## config.mk

```make
export PLATFORM = sky130hd
export DESIGN_NAME = score_tracker
export DESIGN_NICKNAME = d
export VERILOG_FILES = /design/src/rtl/score_pkg.sv /design/src/rtl/bcd_seg7_decoder.sv /design/src/rtl/score_tracker.sv
export SDC_FILE = /design/constraint.sdc
export NUM_CORES = 1
export LEC_CHECK = 0
export BUFFER_PORTS_ARGS = -buffer_cell sky130_fd_sc_hd__clkbuf_2
export CAP_MARGIN = 5
export CORE_MARGIN = 3
export CORE_UTILIZATION = 50
export DETAILED_ROUTE_END_ITERATION = 16
export PLACE_DENSITY = 0.7
export RECOVER_POWER = 50
export REMOVE_ABC_BUFFERS = 1
export SYNTH_ARGS = -nofsm -noshare
export SYNTH_HDL_FRONTEND = slang
export SYNTH_SLANG_ARGS = --single-unit
```

## constraint.sdc

```tcl
create_clock -name CLK -period 4.67 [get_ports CLK]
set_input_delay 0.934 -clock CLK [delete_from_list [all_inputs] [get_ports CLK]]
set_output_delay 0.934 -clock CLK [all_outputs]
set_load 0.005 [all_outputs]
```

## src/rtl/score_pkg.sv

```systemverilog
// -----------------------------------------------------------------------------
// score_pkg
// Shared definitions for the score tracker:
//   - bcd_digit_t     : one BCD digit
//   - SEG_0..SEG_9    : active-low seven-segment codes {DP,G,F,E,D,C,B,A}
//   - SEG_BLANK       : all segments off
//   - win_to_bcd()    : converts a decimal threshold into packed BCD (4 digits)
// -----------------------------------------------------------------------------
package score_pkg;

    typedef logic [3:0] bcd_digit_t;

    localparam logic [7:0] SEG_0     = 8'hC0;
    localparam logic [7:0] SEG_1     = 8'hF9;
    localparam logic [7:0] SEG_2     = 8'hA4;
    localparam logic [7:0] SEG_3     = 8'hB0;
    localparam logic [7:0] SEG_4     = 8'h99;
    localparam logic [7:0] SEG_5     = 8'h92;
    localparam logic [7:0] SEG_6     = 8'h82;
    localparam logic [7:0] SEG_7     = 8'hF8;
    localparam logic [7:0] SEG_8     = 8'h80;
    localparam logic [7:0] SEG_9     = 8'h90;
    localparam logic [7:0] SEG_BLANK = 8'hFF;

    // Decimal to packed BCD, units digit in bits [3:0].
    function automatic logic [15:0] win_to_bcd(input int value);
        logic [15:0] bcd;
        int          v;
        bcd = 16'h0000;
        v   = value;
        for (int i = 0; i < 4; i++) begin
            bcd[i*4 +: 4] = 4'(v % 32'sd10);
            v = v / 32'sd10;
        end
        return bcd;
    endfunction

endpackage

```

## src/rtl/bcd_seg7_decoder.sv

```systemverilog
// -----------------------------------------------------------------------------
// bcd_seg7_decoder
// Converts one BCD digit into active-low seven-segment drive, DP always off.
// Ports:
//   digit : input  4-bit BCD value
//   blank : input  1 forces all segments off
//   seg   : output 8-bit active-low segments {DP,G,F,E,D,C,B,A}
// Non-BCD inputs (10..15) show blank.
// -----------------------------------------------------------------------------
module bcd_seg7_decoder
    import score_pkg::*;
(
    input  bcd_digit_t  digit,
    input  logic        blank,
    output logic [7:0]  seg
);

    // Digit-to-segment lookup with blank override.
    always_comb begin
        seg = SEG_BLANK;
        if (blank) begin
            seg = SEG_BLANK;
        end else begin
            case (digit)
                4'd0:    seg = SEG_0;
                4'd1:    seg = SEG_1;
                4'd2:    seg = SEG_2;
                4'd3:    seg = SEG_3;
                4'd4:    seg = SEG_4;
                4'd5:    seg = SEG_5;
                4'd6:    seg = SEG_6;
                4'd7:    seg = SEG_7;
                4'd8:    seg = SEG_8;
                4'd9:    seg = SEG_9;
                default: seg = SEG_BLANK;
            endcase
        end
    end

endmodule

```

## src/rtl/score_tracker.sv

```systemverilog
// -----------------------------------------------------------------------------
// score_tracker
// BCD score counter with sticky win flag and multiplexed seven-segment display.
// Ports:
//   CLK        : input  clock, all state on rising edge
//   RESET      : input  synchronous active-high reset
//   REACHED    : input  rising edge adds one point
//   PENALTY    : input  rising edge removes one point (floor at zero)
//   WIN        : output sticky, high once SCORE equals WIN_SCORE
//   SCORE      : output packed BCD score, units in [3:0]
//   SEG_SELECT : output active-low one-hot digit select
//   HEX_OUT    : output active-low segments {DP,G,F,E,D,C,B,A}
// Optional macro LEADING_ZERO_BLANK_EN blanks zero digits above the most
// significant non-zero digit (digit 0 always shown).
// -----------------------------------------------------------------------------
module score_tracker
    import score_pkg::*;
#(
    parameter int NUM_DIGITS  = 2,
    parameter int WIN_SCORE   = 10,
    parameter int REFRESH_DIV = 100000
) (
    input  logic                    CLK,
    input  logic                    RESET,
    input  logic                    REACHED,
    input  logic                    PENALTY,
    output logic                    WIN,
    output logic [4*NUM_DIGITS-1:0] SCORE,
    output logic [3:0]              SEG_SELECT,
    output logic [7:0]              HEX_OUT
);

    localparam int              SW          = 4 * NUM_DIGITS;
    localparam logic [15:0]     WIN_BCD_ALL = win_to_bcd(WIN_SCORE);
    localparam logic [SW-1:0]   WIN_BCD     = WIN_BCD_ALL[SW-1:0];
    localparam int              CNT_W       = (REFRESH_DIV > 2) ? $clog2(REFRESH_DIV) : 1;
    localparam logic [CNT_W-1:0] CNT_LAST   = CNT_W'(REFRESH_DIV - 1);
    localparam logic [1:0]      IDX_LAST    = 2'(NUM_DIGITS - 1);

    logic              reached_q, reached_d, penalty_q, penalty_d;
    logic              reached_blk_q, reached_blk_d, penalty_blk_q, penalty_blk_d;
    logic [SW-1:0]     score_q, score_d, score_inc_s, score_dec_s;
    logic              inc_carry_s, dec_borrow_s;
    logic              win_q, win_d;
    logic [CNT_W-1:0]  cnt_q, cnt_d;
    logic [1:0]        idx_q, idx_d;
    logic [3:0]        seg_sel_q, seg_sel_d;
    logic [7:0]        hex_q, hex_d, dec_seg_s;
    logic              inc_ev_s, dec_ev_s;
    logic [15:0]       score_pad_s;
    bcd_digit_t        cur_digit_s;
    logic              blank_s;

    // Edge detection. The *_blk flags hold off an input that was already high
    // when reset was applied until it has been seen low once.
    always_comb begin
        reached_d     = REACHED;
        penalty_d     = PENALTY;
        reached_blk_d = reached_blk_q & REACHED;
        penalty_blk_d = penalty_blk_q & PENALTY;
        inc_ev_s      = REACHED & ~reached_q & ~reached_blk_q;
        dec_ev_s      = PENALTY & ~penalty_q & ~penalty_blk_q;
    end

    // Decimal increment and decrement candidates (ripple carry / borrow).
    always_comb begin
        score_inc_s  = score_q;
        score_dec_s  = score_q;
        inc_carry_s  = 1'b1;
        dec_borrow_s = 1'b1;
        for (int i = 0; i < NUM_DIGITS; i++) begin
            if (inc_carry_s && (score_q[4*i +: 4] == 4'd9)) begin
                score_inc_s[4*i +: 4] = 4'd0;
            end else if (inc_carry_s) begin
                score_inc_s[4*i +: 4] = score_q[4*i +: 4] + 4'd1;
                inc_carry_s = 1'b0;
            end else begin
                score_inc_s[4*i +: 4] = score_q[4*i +: 4];
            end
            if (dec_borrow_s && (score_q[4*i +: 4] == 4'd0)) begin
                score_dec_s[4*i +: 4] = 4'd9;
            end else if (dec_borrow_s) begin
                score_dec_s[4*i +: 4] = score_q[4*i +: 4] - 4'd1;
                dec_borrow_s = 1'b0;
            end else begin
                score_dec_s[4*i +: 4] = score_q[4*i +: 4];
            end
        end
        // Decrement at zero saturates instead of wrapping to all nines.
        if (score_q == {SW{1'b0}}) begin
            score_dec_s = {SW{1'b0}};
        end else begin
            score_dec_s = score_dec_s;
        end
    end

    // Score and win next state; a won game freezes the score.
    always_comb begin
        score_d = score_q;
        if (win_q) begin
            score_d = score_q;
        end else if (inc_ev_s && !dec_ev_s) begin
            score_d = score_inc_s;
        end else if (dec_ev_s && !inc_ev_s) begin
            score_d = score_dec_s;
        end else begin
            score_d = score_q;
        end
        win_d = win_q | (score_d == WIN_BCD);
    end

    // Refresh divider and digit index.
    always_comb begin
        cnt_d = cnt_q + CNT_W'(1);
        idx_d = idx_q;
        if (cnt_q == CNT_LAST) begin
            cnt_d = {CNT_W{1'b0}};
            idx_d = (idx_q == IDX_LAST) ? 2'd0 : (idx_q + 2'd1);
        end else begin
            idx_d = idx_q;
        end
    end

    // Current digit selection and optional leading-zero blanking.
    always_comb begin
        score_pad_s = 16'(score_q);
        cur_digit_s = score_pad_s[{idx_q, 2'b00} +: 4];
`ifdef LEADING_ZERO_BLANK_EN
        blank_s = (idx_q != 2'd0) && ((score_pad_s >> {idx_q, 2'b00}) == 16'h0000);
`else
        blank_s = 1'b0;
`endif
        seg_sel_d = ~(4'b0001 << idx_q);
        hex_d     = dec_seg_s;
    end

    bcd_seg7_decoder u_decoder (
        .digit (cur_digit_s),
        .blank (blank_s),
        .seg   (dec_seg_s)
    );

    // State registers with synchronous reset.
    always_ff @(posedge CLK) begin
        if (RESET) begin
            reached_q     <= 1'b0;
            penalty_q     <= 1'b0;
            reached_blk_q <= REACHED;
            penalty_blk_q <= PENALTY;
            score_q       <= {SW{1'b0}};
            win_q         <= 1'b0;
            cnt_q         <= {CNT_W{1'b0}};
            idx_q         <= 2'd0;
            seg_sel_q     <= 4'b1110;
            hex_q         <= SEG_0;
        end else begin
            reached_q     <= reached_d;
            penalty_q     <= penalty_d;
            reached_blk_q <= reached_blk_d;
            penalty_blk_q <= penalty_blk_d;
            score_q       <= score_d;
            win_q         <= win_d;
            cnt_q         <= cnt_d;
            idx_q         <= idx_d;
            seg_sel_q     <= seg_sel_d;
            hex_q         <= hex_d;
        end
    end

    assign WIN        = win_q;
    assign SCORE      = score_q;
    assign SEG_SELECT = seg_sel_q;
    assign HEX_OUT    = hex_q;

endmodule

```

==> results_dict.tcl, run 1 <==
set metrics [dict create \
    top_level_i_o_count 25 \
    critPathKind "input port to flop" \
    nNetsFinal 303 \
    asyncSetResetFlopFracSynth_pct 0 \
    finalSetupViolations 0 \
    cts_hold_buffers 0 \
    worstHoldStart "cnt_q[0]" \
    worst_path_max_delay_cell "nor3b_1" \
    hold_path_class "flop to flop" \
    synth-main-ff-cell "dfxtp_1" \
    yosysWarningCount 0 \
    final_layout_size_suffix_gt1_share_pct 11.4 \
    report.final.slew_viol_count 0 \
    fin_worst_skew_ps 5.97 \
    max_clock_freq_mhz 344 \
    synth.avg_cell_area_um2 8.41 \
    peakVddDrop_uv 176 \
    clock_group_share_of_total_power_pct 29.3 \
    drt-pass1-iter-count 4 \
    vias_per_cell 5.57 \
    worst_slew_margin_pct 13.1 \
    cts.sink_count 43 \
    postCtsSetupRepairBufs 0 \
    grt_setup_unrepaired "no" \
    num_rows 24 \
    core_area_mm2 0.00441 \
    max_cap_viol_count 0 \
    crit_path_start_kind "input port" \
    hold-path-endpoint "cnt_q[0]" \
    place_hpwl_um 3080 \
    worstMarginPinSlew_ps 1300 \
    r2r_slack_ps 2200 \
    initial_standard_cell_utilization_of_the_core_pct 52.6 \
    design_power_total_mw 0.750 \
    share_of_power_burned_in_combinational_logic_pct 16.5 \
    timing.rr.start "reached_blk_q" \
    clk_pin_slew_worst_paths_ps 70 \
    grt_use_total_pct 18.0 \
    clockRootBuffer "clkbuf_8" \
    grt_start_max_net_pins 27 \
    fp.dieW_um 74.1 \
    pwr-share-seq_pct 54.2 \
    power_density_mw_per_mm2 300 \
    detailroute.via_count 1904 \
    io_buffer_count 23 \
    cts_tree "yes" \
    synth-edff-count 0 \
    antenna-diode-count 0 \
    rr_worst_depth 6 \
    worstPathRequired_ps 4870 \
    route.final.wire_length_um 4410 \
    min_path_cells 1 \
    grt_first_pass_wirelength_um 7830 \
    synthCells 276 \
    ys_seq_elements 43 \
    ys_seq_area_share_pct 37.1 \
    synth_area_mm2 0.00232 \
    setup-tns-final_ps 0 \
    remaining_drc_errors 0 \
    post_cts_resize_count 0 \
    drt-wirelength-per-cell_um 12.9 \
    fillCellCount 402 \
    endpoint_kind "flop" \
    outcome "complete, no violations" \
    hold_viol_final 0 \
    max-clock-path-buffers 2 \
    design.die.area_mm2 0.00550 \
    yosys.cell_types.count 57 \
    timing.final.crit_period_ps 2910 \
    timing.critical_path.buf_inv 1 \
    number_of_antenna_violations_at_the_first_check_in_global_routing 0 \
    r2r_end "WIN" \
    clkLatencyLatePin_ps 290 \
    die_y_um 74.1 \
    crit_family "simple AND/OR/NAND/NOR gates" \
    crit_path_cell_trace "clkbuf_2 -> nor3b_1 -> nand2_1 -> a211oi_1 -> o2bb2ai_1 -> nand4_1 -> o32ai_2" \
    cts_max_level 2 \
    power_leakage_nw 0.915 \
    min_period_over_period_pct 62.2 \
    gp_routability_congestion 0.951 \
    cp_max_fo 11 \
    cp.arrival_ps 3110 \
    switching_share_pct 28.2 \
    cts-buffers-inserted 5 \
    initialDrtViolationCount 122 \
    cell_internal_pwr_mw 0.538 \
    first_global_vias 1723 \
    p_switching_mw 0.212 \
    grt-ovfl-total 0 \
    route.antenna.remaining_nets 0 \
    slowest_delay_ps 1030 \
    layout-area-overhead-vs-synth_pct 7.60 \
]
-- synth_stat cells (all sizes together) (2+ instances only) --
cell type	number	share of area [%]
nor2	49	7.9
ha	10	5.4
or4	3	1.1
buf	3	1.0
or3	2	0.54
or2	4	1.1
dfxtp	43	37
nand4	11	3.0
a211oi	3	0.97
o21ai	14	3.0
and2	2	0.54
xnor2	7	2.6
o2bb2ai	2	0.75
xor2	10	3.8
nor3b	4	1.5
nor2b	7	1.9
clkbuf	14	2.3
o21a	4	1.3
nand2b	2	0.54
inv	7	1.1
nor3	7	1.5
mux2i	7	3.0
nand3	8	1.7
a21oi	7	1.5
or3b	3	1.1
nor4	4	1.6
o211ai	2	0.65
nand3b	3	0.97
nand2	14	2.3
-- layout by cell type, fill, tap and decap left out, drive strengths merged, types with 3 or more instances in the layout --
cell type	Yosys	final
mux2i	7	7
or2	4	4
xor2	10	10
nor2b	7	7
clkinv	1	4
nand2	14	14
nand3	8	8
xnor2	7	7
nor3b	4	4
o21a	4	4
or3b	3	3
nand3b	3	3
nor3	7	7
or4	3	3
nor4	4	4
a21oi	7	7
nand4	11	11
o21ai	14	14
a211oi	3	3
clkbuf	14	28
dfxtp	43	43
ha	10	10
inv	7	7
nor2	49	49
-- metal layers --
| layer | part of all wire, % | GRT usage, % |
|---|---|---|
| met5 | 0 | 0 |
| met4 | 1.1 | 5.23 |
| met3 | 5.3 | 4.05 |
| met2 | 43 | 27.7 |
| met1 | 51 | 25.2 |
-- stage by stage --
step / cells / hold WS [ps] / area (um2) / util (%) / worst slack (ps)
after global placement: 334 / 450 / 2420 / 54.9 / 1650
after detailed placement: 334 / 458 / 2420 / 54.9 / 1540
after floorplan: 259 / 430 / 2240 / - / 2080
after CTS: 342 / 475 / 2510 / 56.8 / 1820
after global routing: 342 / 502 / 2500 / 56.6 / 1610
final: 342 / 469 / 2500 / 56.6 / 1760
-- layout make-up --
cell class	instances	area, um2	share of cell area (%)
well taps	52	65.1	2.61
inverters	8	30.0	1.20
clock inverters	3	15.0	0.601
repair buffers	23	104	4.16
clock buffers	5	68.8	2.76
flip-flops and latches	43	861	34.5
multi-input cells	208	1350	54.2
-- power by group through the flow --
| stage | registers, mW | clock network [mW] | logic (mW) |
|---|---|---|---|
| 4_1_cts | 0.406 | 0.226 | 0.124 |
| 3_3_place_gp | 0.414 | 0 | 0.124 |
| 3_5_place_dp | 0.415 | 0 | 0.124 |
| 6_report | 0.407 | 0.220 | 0.124 |
| 2_1_floorplan | 0.410 | 0 | 0.0895 |
| 5_1_grt | 0.410 | 0.243 | 0.140 |
-- sequential cells by signal (all words and copies together) (netlist names) --
register and flops:
SEG_SELECT 4, SCORE 8, reached_blk_q 1, idx_q 2, penalty_blk_q 1, reached_q 1, WIN 1, cnt_q 17
penalty_q 1, HEX_OUT 7
-- worst max path at each step --
| stage | slack, ps | end | depth (start not counted) | from |
|---|---|---|---|---|
| floorplan | 2080 | WIN | 6 | REACHED |
| global placement | 1650 | WIN | 7 | REACHED |
| detailed placement | 1540 | WIN | 7 | REACHED |
| CTS | 1820 | WIN | 7 | REACHED |
| global route | 1610 | WIN | 7 | REACHED |
| finish | 1760 | WIN | 7 | REACHED |
-- cells by family after synthesis --
logic type | Yosys count | share of synthesized area, %
simple gates | 128 | 29.4
buf+inv | 25 | 4.58
fa+ha+maj | 10 | 5.39
xor+xnor | 17 | 6.41
other cells | 1 | 0.162
flops | 43 | 37.1
mux | 8 | 3.50
compound gates | 44 | 13.4
(Power assumes the default switching activity.)
==> run 2: changes to the inputs <==
--- a/config.mk
+++ b/config.mk
@@ -10,7 +10,7 @@
 export CORE_MARGIN = 3
 export CORE_UTILIZATION = 50
 export DETAILED_ROUTE_END_ITERATION = 16
-export PLACE_DENSITY = 0.7
+export PLACE_DENSITY = 0.72
 export RECOVER_POWER = 50
 export REMOVE_ABC_BUFFERS = 1
 export SYNTH_ARGS = -nofsm -noshare
==> constraint.sdc (replaced) <==
create_clock -name CLK -period 2.66 [get_ports CLK]
set_input_delay 0.532 -clock CLK [delete_from_list [all_inputs] [get_ports CLK]]
set_output_delay 0.532 -clock CLK [all_outputs]
set_load 0.005 [all_outputs]
==> run 2 against run 1 <==
Against the previous run: cell count up 2.0%; sequential power up 73%; total power up 79%; worst setup slack worse by 1400 ps; combinational power up 94%; critical path type is now flop to flop; critical endpoint unchanged; highest routed layer unchanged.
==> results_dict.tcl, run 2 (synthesized netlist as in run 1, its figures left out) <==
set metrics [dict create \
    outcome "complete, no violations" \
    worst_path_max_delay_cell "nor4_1" \
    timing.final.crit_period_ps 2280 \
    cts_tree "yes" \
    initial_standard_cell_utilization_of_the_core_pct 52.6 \
    clock_group_share_of_total_power_pct 29.6 \
    final_cells 349 \
    share_of_power_burned_in_combinational_logic_pct 17.9 \
    worstHoldStart "cnt_q[0]" \
    max_flop_register "cnt_q" \
    min_period_over_period_pct 85.8 \
    core_area_mm2 0.00441 \
    postCtsSetupRepairBufs 0 \
    critical_path.most_common_cell "nand4_1" \
    fin_worst_skew_ps 7.88 \
    power_density_mw_per_mm2 529 \
    cts-buffers-inserted 5 \
    route.final.wire_length_um 4610 \
    finalSetupViolations 0 \
    route.layer.met1.wl_um 2180 \
    cts_max_level 2 \
    post_cts_resize_count 0 \
    detailroute.via_count 1919 \
    layout_common_cells "49 x nor2_1, 43 x dfxtp_1, 17 x clkbuf_1" \
    crit_path_start_kind "flop" \
    timing.rr.start "SCORE[2]" \
    wire_length_on_met2_um 2120 \
    cp.arrival_ps 2490 \
    report.final.slew_viol_count 0 \
    layout-area-overhead-vs-synth_pct 9.00 \
    grt_start_max_net_pins 18 \
    final_layout_size_suffix_gt1_share_pct 10.8 \
    hold_viol_final 0 \
    clockRootBuffer "clkbuf_8" \
    dpl_ws_ps 331 \
    fp.dieW_um 74.1 \
    peakVddDrop_uv 312 \
    vias_per_cell 5.50 \
    hold_path_class "flop to flop" \
    rr_worst_depth 6 \
    cp_max_fo 13 \
    routed.top_layer "met4" \
    endpoint_kind "flop" \
    layout.cells.most_common "nor2_1" \
    cell_internal_pwr_mw 0.956 \
    number_of_antenna_violations_at_the_first_check_in_global_routing 0 \
    critPathKind "flop to flop" \
    placed_cells 341 \
    fillCellCount 405 \
    antenna-diode-count 0 \
    worstMarginPinSlew_ps 708 \
    drt-wirelength-per-cell_um 13.2 \
    grt-ovfl-total 0 \
    met3WireLength_um 237 \
    initialDrtViolationCount 111 \
    clk_pin_slew_worst_paths_ps 80 \
    worstPathRequired_ps 2860 \
    route.antenna.remaining_nets 0 \
    cts.sink_count 43 \
    max-clock-path-buffers 2 \
    pwr-share-seq_pct 52.5 \
    drt-pass1-iter-count 4 \
    grt_setup_unrepaired "no" \
    io_buffer_count 23 \
    largest_reg_flops 17 \
    design.die.area_mm2 0.00550 \
    nNetsFinal 310 \
    power_leakage_nw 0.919 \
    min_path_cells 1 \
    crit_path_cell_trace "nor4_1 -> nand4_1 -> mux2_1 -> o2bb2ai_1 -> nand4_1 -> o32ai_2" \
    die_y_um 74.1 \
    cts_hold_buffers 0 \
    num_rows 24 \
    worst_slew_margin_pct 52.8 \
    gp_routability_congestion 0.890 \
    clkLatencyLatePin_ps 290 \
    switching_share_pct 28.6 \
    cp-startpoint "SCORE[2]" \
    grt_first_pass_wirelength_um 7690 \
    place_hpwl_um 3280 \
    top_level_i_o_count 25 \
    setup_ws_ps 378 \
    remaining_drc_errors 0 \
    p_switching_mw 0.383 \
    setup-tns-final_ps 0 \
    max_clock_freq_mhz 438 \
    max_cap_viol_count 0 \
    grt_use_total_pct 18.0 \
    slowest_delay_ps 600 \
    first_global_vias 1705 \
]
[run 2: worst max-delay path: cells and delay by family, from the launching register on]
family / cells / cell delay (ps)
AOI/OAI and AO/OA: 2 / 480
DFF: 1 / 440
muxes: 1 / 340
and+or+nand+nor: 3 / 930
[run 2: power by group through the flow]
stage	Clock [mW]	Combinational [mW]	Sequential, mW
finish	0.397	0.240	0.703
global route	0.431	0.271	0.708
CTS	0.409	0.247	0.702
detailed placement	0	0.245	0.717
global placement	0	0.243	0.716
floorplan	0	0.157	0.719
[run 2: area by class of cell]
| class | count | area, um2 | area share, % |
|---|---|---|---|
| well taps | 52 | 65.1 | 2.57 |
| repair buffers | 30 | 135 | 5.34 |
| clock inverters | 2 | 12.5 | 0.495 |
| inverters | 8 | 30.0 | 1.19 |
| multi-input cells | 208 | 1350 | 53.5 |
| flip-flops and latches | 43 | 861 | 34.0 |
| clock buffers | 6 | 72.6 | 2.87 |
[run 2: stage by stage]
stage	hold WS (ps)	utilization [%]	instance area, um2	total power, mW
floorplan	430	-	2240	0.876
global placement	448	56.1	2480	0.959
detailed placement	453	56.1	2480	0.962
CTS	471	58.0	2560	1.36
global route	483	57.3	2530	1.41
finish	467	57.3	2530	1.34
[run 2: final timing paths]
| path | endpoint | slack, ps |
|---|---|---|
| max | WIN | 380 |
| min reg2reg | cnt_q[0] | 470 |
| min | cnt_q[0] | 470 |
| max reg2reg | WIN | 380 |
[run 2: layer usage]
metal / global-route usage, % / up-vias
met2: 29.4 / 45
met5: 0 / -
met4: 6.04 / 0
met3: 4.05 / 7
li1: - / 1005
met1: 23.5 / 862
